## config.mk

```make
export PLATFORM = sky130hd
export DESIGN_NAME = mdu_ctrl
export DESIGN_NICKNAME = d
export VERILOG_FILES = /design/src/rtl/mdu_ctrl.sv
export SDC_FILE = /design/constraint.sdc
export NUM_CORES = 1
export LEC_CHECK = 0
export CAP_MARGIN = 10
export CELL_PAD_IN_SITES_DETAIL_PLACEMENT = 0
export CELL_PAD_IN_SITES_GLOBAL_PLACEMENT = 1
export CORE_MARGIN = 3
export CORE_UTILIZATION = 22
export DETAILED_ROUTE_END_ITERATION = 8
export GPL_TIMING_DRIVEN = 0
export PLACE_DENSITY_LB_ADDON = 0.1
export SYNTH_ARGS = -nofsm -noshare
export SYNTH_HDL_FRONTEND = slang
export SYNTH_SLANG_ARGS = --single-unit
export TNS_END_PERCENT = 20
```

## constraint.sdc

```tcl
create_clock -name clk -period 2 [get_ports clk]
set_input_delay 0.3 -clock clk [delete_from_list [all_inputs] [get_ports clk]]
set_output_delay 0.3 -clock clk [all_outputs]
set_load 0.005 [all_outputs]
```

## src/rtl/mdu_ctrl.sv

```systemverilog
// mdu_ctrl: E-stage issue, stall and HI/LO read controller for the multiply/divide unit,
// with an independent BUSY timing monitor that flags a misbehaving MDU.
module mdu_ctrl #(
  parameter int MUL_CYC = 5,
  parameter int DIV_CYC = 10
) (
  input  logic        clk,
  input  logic        reset,
  input  logic        e_valid,
  input  logic [3:0]  e_op,
  input  logic [31:0] e_rs,
  input  logic [31:0] e_rt,
  input  logic        flush,
  input  logic        mdu_busy,
  input  logic [31:0] mdu_hi,
  input  logic [31:0] mdu_lo,
  output logic        mdu_start,
  output logic [3:0]  mdu_op,
  output logic [31:0] mdu_d1,
  output logic [31:0] mdu_d2,
  output logic        stall,
  output logic [31:0] rdata,
  output logic        rdata_valid,
  output logic        div_zero,
  output logic        proto_err
);
  localparam logic [1:0] IDLE   = 2'd0;
  localparam logic [1:0] LAUNCH = 2'd1;
  localparam logic [1:0] WAIT   = 2'd2;
  localparam int CMAX = (MUL_CYC > DIV_CYC) ? MUL_CYC : DIV_CYC;
  localparam int CW   = ($clog2(CMAX + 1) < 4) ? 4 : $clog2(CMAX + 1);
  logic [1:0]    r_state;
  logic [CW-1:0] r_cnt;
  logic          r_start;
  logic [3:0]    r_op;
  logic [31:0]   r_d1;
  logic [31:0]   r_d2;
  logic          r_perr;
  logic          w_cls;
  logic          w_arith;
  logic          w_move;
  logic          w_read;
  logic          w_accept;
  logic          w_serve;
  logic          w_l_arith;
  logic          w_l_div;
  logic [1:0]    w_next;
  logic [CW-1:0] w_cnt_next;
  always_comb begin
    w_arith    = (e_op >= 4'd1) && (e_op <= 4'd5);
    w_move     = (e_op == 4'd6) || (e_op == 4'd7);
    w_read     = (e_op == 4'd8) || (e_op == 4'd9);
    w_cls      = e_valid && !flush && (w_arith || w_move || w_read);
    w_accept   = w_cls && (w_arith || w_move) && (r_state == IDLE);
    w_serve    = reset && w_cls && w_read && (r_state == IDLE);
    // operand registers are zero outside LAUNCH, so r_op alone identifies the launched op
    w_l_arith  = (r_state == LAUNCH) && (r_op >= 4'd1) && (r_op <= 4'd5);
    w_l_div    = (r_state == LAUNCH) && ((r_op == 4'd3) || (r_op == 4'd4));
    w_next     = (r_state == IDLE)   ? (w_accept ? LAUNCH : IDLE) :
                 (r_state == LAUNCH) ? (w_l_arith ? WAIT : IDLE) :
                 ((r_state == WAIT) && (r_cnt != CW'(1))) ? WAIT : IDLE;
    w_cnt_next = w_l_arith ? (w_l_div ? CW'(DIV_CYC) : CW'(MUL_CYC)) :
                 (r_state == WAIT) ? r_cnt - CW'(1) : '0;
  end
  always_ff @(posedge clk) begin
    if (!reset) begin
      r_state <= IDLE;
      r_cnt   <= '0;
      r_start <= 1'b0;
      r_op    <= '0;
      r_d1    <= '0;
      r_d2    <= '0;
      r_perr  <= 1'b0;
    end else begin
      r_state <= w_next;
      r_cnt   <= w_cnt_next;
      r_start <= w_accept && w_arith;
      r_op    <= w_accept ? e_op : '0;
      r_d1    <= w_accept ? e_rs : '0;
      r_d2    <= w_accept ? e_rt : '0;
      r_perr  <= r_perr || ((r_state == WAIT) ? !mdu_busy : mdu_busy);
    end
  end
  assign mdu_start   = r_start;
  assign mdu_op      = r_op;
  assign mdu_d1      = r_d1;
  assign mdu_d2      = r_d2;
  assign stall       = reset && w_cls && (r_state != IDLE);
  assign rdata_valid = w_serve;
  assign rdata       = w_serve ? ((e_op == 4'd8) ? mdu_hi : mdu_lo) : '0;
  assign div_zero    = reset && w_l_div && (r_d2 == '0);
  assign proto_err   = r_perr;
endmodule

```

==> run_results.csv, run 1 <==
group,metric,value,unit
detailed_routing,wl_met2,5640,um
setup_path,start_kind,"input pin",
setup_path,critical_path_class,"input pin to output port",
pwr,p_leak,2.41,nW
detailed_routing,drtIter0Drc,79,
clock_network,cts_tree,"built",
grt,grt_pass1_wl,16200,um
detailed_routing,dr.max_layer_used,"met4",
setup_path,slowest_delay,0.55,ns
yosys,synth_area_leaders,"dfxtp_1 51%, and2_1 14%, a21oi_2 8.6%",
yosys,synth.largest_area_cell,"dfxtp_1",
clock_network,numCtsBuffers,9,
placement,routabilityCongestion,0.707,
cells_and_area,n_antenna_cell,0,
yosys,synth.distinct_cells,36,
sta,final.period_utilization,104,%
detailed_routing,antenna_left,0,
yosys,synth_common_cells,"76 x dfxtp_1, 67 x and2_1, 64 x nand2_1, 29 x a21oi_2, 10 x nor4_1",
sta,period_needed,2.08,ns
placement,dp_hpwl,8810,um
sta,drv_slew,0,
pwr,ir_worst_vdd,0.000393,V
yosys,ys_ff_latch,76,
detailed_routing,vias,3062,
die,die_area,14900,um^2
die,ioPinCount,242,
cells_and_area,area_delta_synth_final,101,%
status,status,"finished, violations left",
die,core_area,12900,um^2
grt,grt_pass1_vias,3048,
yosys,syn_area,2960,um^2
detailed_routing,wl,11100,um
setup_path,path_buf_inv,3,
yosys,synth.avg_cell_area,9.32,um^2
clock_network,clk_pin_slew,0.05,ns
yosys,syn_nets,457,
cells_and_area,n_fill_cell,1278,
detailed_routing,route.detailed.drc,0,
yosys,synth-async-reset-ratio,0,%
yosys,synth-edff-count,0,
min_path,hp-class,"input pin to register",
setup_path,crit_required,1.70,ns
clock_network,cts_hold_buffers,0,
cells_and_area,register_area,1520,um^2
die,row_count,41,
grt,gr-total-overflow,0,
sta,setup_slack,-0.0836,ns
sta,rsz0062_at_grt,"true",
cells_and_area,post_route_cells_drive_above_1_share,20.4,%
clock_network,clk_latency,0.33,ns
detailed_routing,wl_per_cell,14.7,um
sta,fin_skew,0.00795,ns
detailed_routing,firstDrtPassIters,3,
detailed_routing,viasPerCell,4.06,
clock_network,clock-root-buffer,"clkbuf_16",
yosys,synth_top_area_share,51.3,%
grt,grt_max_degree,13,
die,die_w,122,um
clock_network,ctsLongestPathBuffers,2,
yosys,yosysMostFrequentCell,"dfxtp_1",
cells_and_area,multi_input_area,1390,um^2
setup_path,cp_slowest_cell,"or4_4",
yosys,ys_seq_area_share,51.3,%
placement,placement.io_buffers,240,
status,violations,"negative setup slack",
die,fp.dieH,122,um
detailed_routing,wl_met1,3940,um
grt,grt_antenna_before_repair,0,
detailed_routing,dr_wl_met3,1320,um
setup_path,crit_chain,"buf_12, or3b_4, or4_4, clkbuf_16, a21oi_2, buf_2",
clock_network,clkSinkCount,76,
die,initial_core_util,23.0,%
cells_and_area,utilization,46.2,%
sta,max_freq,0.480,GHz
flow_run,drv_cap,0,
sta,fin_setup_tns,-1.43,ns
sta,hold_violations,0,
pwr,p_per_area,603,nW/um^2
grt,grt_use_total,14.2,%
setup_path,worstSetupEndpointType,"output port",
yosys,synthFlopType,"dfxtp_1",
clock_network,cts_htree_levels,3,
setup_path,path_max_fanout,5,
setup_path,crit_family,"simple AND/OR/NAND/NOR gates",
yosys,ys_warn_count,0,
sta,setup_viol,31,
setup_path,arrival,1.78,ns
yosys,synthCells,318,
cells_and_area,final_nets,717,
worst paths after layout:
check,start,endpoint,slack [ns],cells past startpoint
min reg2reg,proto_err,proto_err,0.46,1
min,e_op[2],mdu_start,0.19,2
max,e_op[1],rdata[22],-0.08,6
max reg2reg,r_state[1],mdu_d2[12],0.43,5
registers in the layout, indices dropped and copies added (netlist names):
register,flops
mdu_d1,32
mdu_start,1
r_cnt,4
mdu_op,4
proto_err,1
mdu_d2,32
r_state,2
placed cells by master, fill, tap and decap left out, types with 3 or more instances in the layout:
cell type,synthesis,routed
and2_1,67,67
buf_12,0,5
xnor2_1,3,3
dfxtp_1,76,74
nor3_1,3,3
nor2_1,4,4
clkbuf_4,0,3
clkbuf_2,1,12
o21a_1,4,4
buf_2,6,27
clkbuf_1,9,7
a21oi_1,6,5
clkbuf_16,0,12
inv_1,5,5
nor4_1,10,7
clkdlybuf4s50_1,0,199
nand2_1,64,64
nor4_2,0,3
buf_4,0,8
a21oi_2,29,30
cell families (layout without fill, tap and decap cells):
group	Yosys count	in the layout	share of synthesized area [%]
multiplexers	1	1	0.338
adder cells (fa/ha/maj)	2	2	0.844
AND/OR/NAND/NOR	166	167	30.4
buffers and inverters	24	288	4.09
flip-flops	76	76	51.3
other	1	1	0.127
XOR/XNOR	3	3	0.887
AO/OA/AOI/OAI	45	45	11.9
final cells by class:
class                           count  share of cell area [%]
Sequential cell                    76                    25.6
Multi-Input combinational cell    219                    23.3
Buffer                             16                    1.95
Timing Repair Buffer              251                    40.3
Tap cell                          172                    3.61
Clock buffer                       12                    4.14
Inverter                            5                   0.315
Clock inverter                      4                   0.820
metal layers:
metal,up-vias,global-route usage (%)
met5,-,0
met4,0,5.53
li1,1557,-
met1,1358,14.4
met2,129,24.2
met3,18,7.89
where the power goes:
group	switching [mW]	internal [mW]
Combinational	0.122	0.327
Sequential	0.0128	1.54
Clock	0.594	0.998
per-stage QoR:
step / total power, mW / hold slack [ns] / cell area (um^2) / instances / worst slack (ns)
after floorplan: 1.67 / 0.406 / 2960 / 318 / 0.255
after global placement: 2.01 / 0.446 / 5580 / 730 / -0.925
after detailed placement: 2.02 / 0.452 / 5580 / 730 / -0.978
after CTS: 3.65 / 0.175 / 5930 / 748 / -0.206
after global routing: 3.75 / 0.197 / 5950 / 755 / -0.127
final: 3.59 / 0.191 / 5950 / 755 / -0.0836
repair_timing:
action                                  4_1_cts  5_1_grt
cloned                                        0        4
buffers inserted                              4        5
hold endpoints to repair                      0        0
gates resized for setup                     144       50
pin swaps                                     5        5
endpoints found under the setup margin       45       39
Power figures use the tool's default switching activity.
==> run 2: changes to the inputs <==
--- a/config.mk
+++ b/config.mk
@@ -10,9 +10,11 @@
 export CELL_PAD_IN_SITES_GLOBAL_PLACEMENT = 1
 export CORE_MARGIN = 3
 export CORE_UTILIZATION = 22
+export CTS_BUF_LIST = sky130_fd_sc_hd__clkbuf_16
 export DETAILED_ROUTE_END_ITERATION = 8
 export GPL_TIMING_DRIVEN = 0
 export PLACE_DENSITY_LB_ADDON = 0.1
+export SETUP_SLACK_MARGIN = 0.3
 export SYNTH_ARGS = -nofsm -noshare
 export SYNTH_HDL_FRONTEND = slang
 export SYNTH_SLANG_ARGS = --single-unit
==> run 2 against run 1 <==
Largest cell class unchanged. Non-clock buffer count grew 5. Sequential share of layout area shrank 0.12 points. First-iteration DRC count down 15%. The run still ends with negative setup slack left. Global-route usage rose by 0.22 points. Hold slack got worse by 0.00090 ns. Routed wire length up 0.37%. Maximum frequency is 4.1% lower. Combinational power increased by 2%. Cell area up 0.46%.
==> run_results.csv, run 2 (synthesis gave the netlist of run 1 again) <==
group,metric,value,unit
grt,grt_max_degree,12,
clock_network,clk_pin_slew,0.05,ns
setup_path,crit_chain,"buf_8, or3b_1, or4_4, buf_6, buf_6, buf_12, a21oi_2, buf_2",
min_path,hp-class,"input pin to register",
cells_and_area,multi_input_area,1400,um^2
cells_and_area,final_cell_mix,"199 x clkdlybuf4s50_1, 74 x dfxtp_1, 67 x and2_1",
die,fp.dieH,122,um
cells_and_area,finalNonFillerCells,757,
die,core_area,12900,um^2
placement,routabilityCongestion,0.713,
status,status,"finished, violations left",
detailed_routing,firstDrtPassIters,4,
cells_and_area,final_nets,721,
setup_path,path_max_fanout,5,
cells_and_area,utilization,46.5,%
pwr,p_leak,2.43,nW
sta,rsz0062_at_grt,"true",
setup_path,critical_path_class,"input pin to output port",
grt,gr-total-overflow,0,
setup_path,path_buf_inv,5,
cells_and_area,post_route_cells_drive_above_1_share,21.4,%
cells_and_area,layout_commonest_cell,"clkdlybuf4s50_1",
setup_path,crit_family,"simple AND/OR/NAND/NOR gates",
grt,grt_pass1_vias,3135,
detailed_routing,wl_per_cell,14.8,um
pwr,p_per_area,569,nW/um^2
grt,grt_antenna_before_repair,0,
sta,drv_slew,0,
detailed_routing,viasPerCell,4.09,
status,violations,"negative setup slack",
die,ioPinCount,242,
sta,final.period_utilization,109,%
sta,holdWs,0.190,ns
detailed_routing,antenna_left,0,
sta,setup_viol,30,
cells_and_area,n_fill_cell,1301,
clock_network,ctsLongestPathBuffers,2,
placement,pre_cts_ws,-0.967,ns
clock_network,cts_hold_buffers,0,
sta,period_needed,2.17,ns
setup_path,slowest_delay,0.48,ns
die,row_count,41,
die,die_area,14900,um^2
flow_run,drv_cap,0,
setup_path,crit_top_cell,"buf_6",
sta,fin_skew,0.00801,ns
clock_network,cts_tree,"built",
sta,tightest_slew,0.522,ns
cells_and_area,n_antenna_cell,0,
sta,setup_slack,-0.173,ns
detailed_routing,drtIter0Drc,67,
die,initial_core_util,23.0,%
cells_and_area,register_area,1520,um^2
detailed_routing,vias,3097,
detailed_routing,wl,11200,um
clock_network,clk_latency,0.33,ns
die,die_w,122,um
setup_path,start_kind,"input pin",
placement,placement.io_buffers,240,
clock_network,clkSinkCount,76,
clock_network,clock-root-buffer,"clkbuf_16",
sta,max_slew_margin,64.9,%
placement,dp_hpwl,8850,um
sta,max_freq,0.460,GHz
pwr,ir_worst_vdd,0.000473,V
detailed_routing,route.detailed.drc,0,
setup_path,worstSetupEndpointType,"output port",
placement,dp_cells,730,
clock_network,numCtsBuffers,9,
grt,grt_use_total,14.4,%
cells_and_area,area_delta_synth_final,102,%
setup_path,cp_slowest_cell,"or4_4",
setup_path,arrival,1.87,ns
sta,hold_violations,0,
grt,grt_pass1_wl,16300,um
clock_network,cts_htree_levels,3,
setup_path,crit_required,1.70,ns
[run 2: cell types whose count changed in the layout (fill, tap and decap cells not counted), moves of 3 or more]
cell / change
buf_2: +7
buf_6: +4
buf_8: +5
clkbuf_1: -5
clkbuf_16: -3
clkbuf_2: -5
[run 2: layer usage]
layer	track usage [%]	part of all wire [%]	up-vias	routed length (um)
li1	-	-	1561	-
met4	3.92	1.3	0	149
met3	8.22	11	11	1270
met2	25.2	52	127	5760
met1	14.7	36	1398	3990
met5	0	0	-	0
[run 2: report_power, final]
group          total (mW)  leakage, nW  switching, mW  internal [mW]
registers            1.55        0.616         0.0131           1.54
clock network        1.39        0.127          0.582          0.809
logic               0.457         1.69          0.126          0.331
total                3.40         2.43          0.721           2.68
[run 2: stage by stage]
step           area [um^2]  power [mW]  setup TNS (ns)
2_1_floorplan         2960        1.67               0
3_3_place_gp          5580        2.01          -45.75
3_5_place_dp          5580        2.02          -50.58
4_1_cts               5870        3.44           -5.20
5_1_grt               5980        3.56           -5.11
6_report              5980        3.40           -3.67
[run 2: cell type report]
class	count	share of cell area [%]
buffer	19	2.93
clock buffer	9	3.76
clock inverter	5	0.397
inverter	5	0.314
multi-input combinational	218	23.4
sequential	76	25.5
tap	172	3.60
timing repair buffer	253	40.2
[run 2: path summary, 6_finish.rpt]
check,startpoint,to,slack [ns],depth (start not counted)
max,e_op[2],rdata[15],-0.17,8
max reg2reg,r_state[1],mdu_op[0],0.45,5
min reg2reg,proto_err,proto_err,0.47,1
min,e_op[1],mdu_start,0.19,2
[run 2: what timing repair did]
action / 4_1_cts / 5_1_grt
gates resized for setup: 182 / 37
pin swaps: 4 / 3
cloned: 2 / 1
setup buffers: 5 / 5
setup endpoints to repair: 104 / 105
[run 2: worst reg2reg max path, cell delays in order (launching register included)]
cell	delay, ns
dfxtp_2	0.35
nor2_1	0.27
nor4b_4	0.32
buf_4	0.19
clkbuf_2	0.19
and2_1	0.17
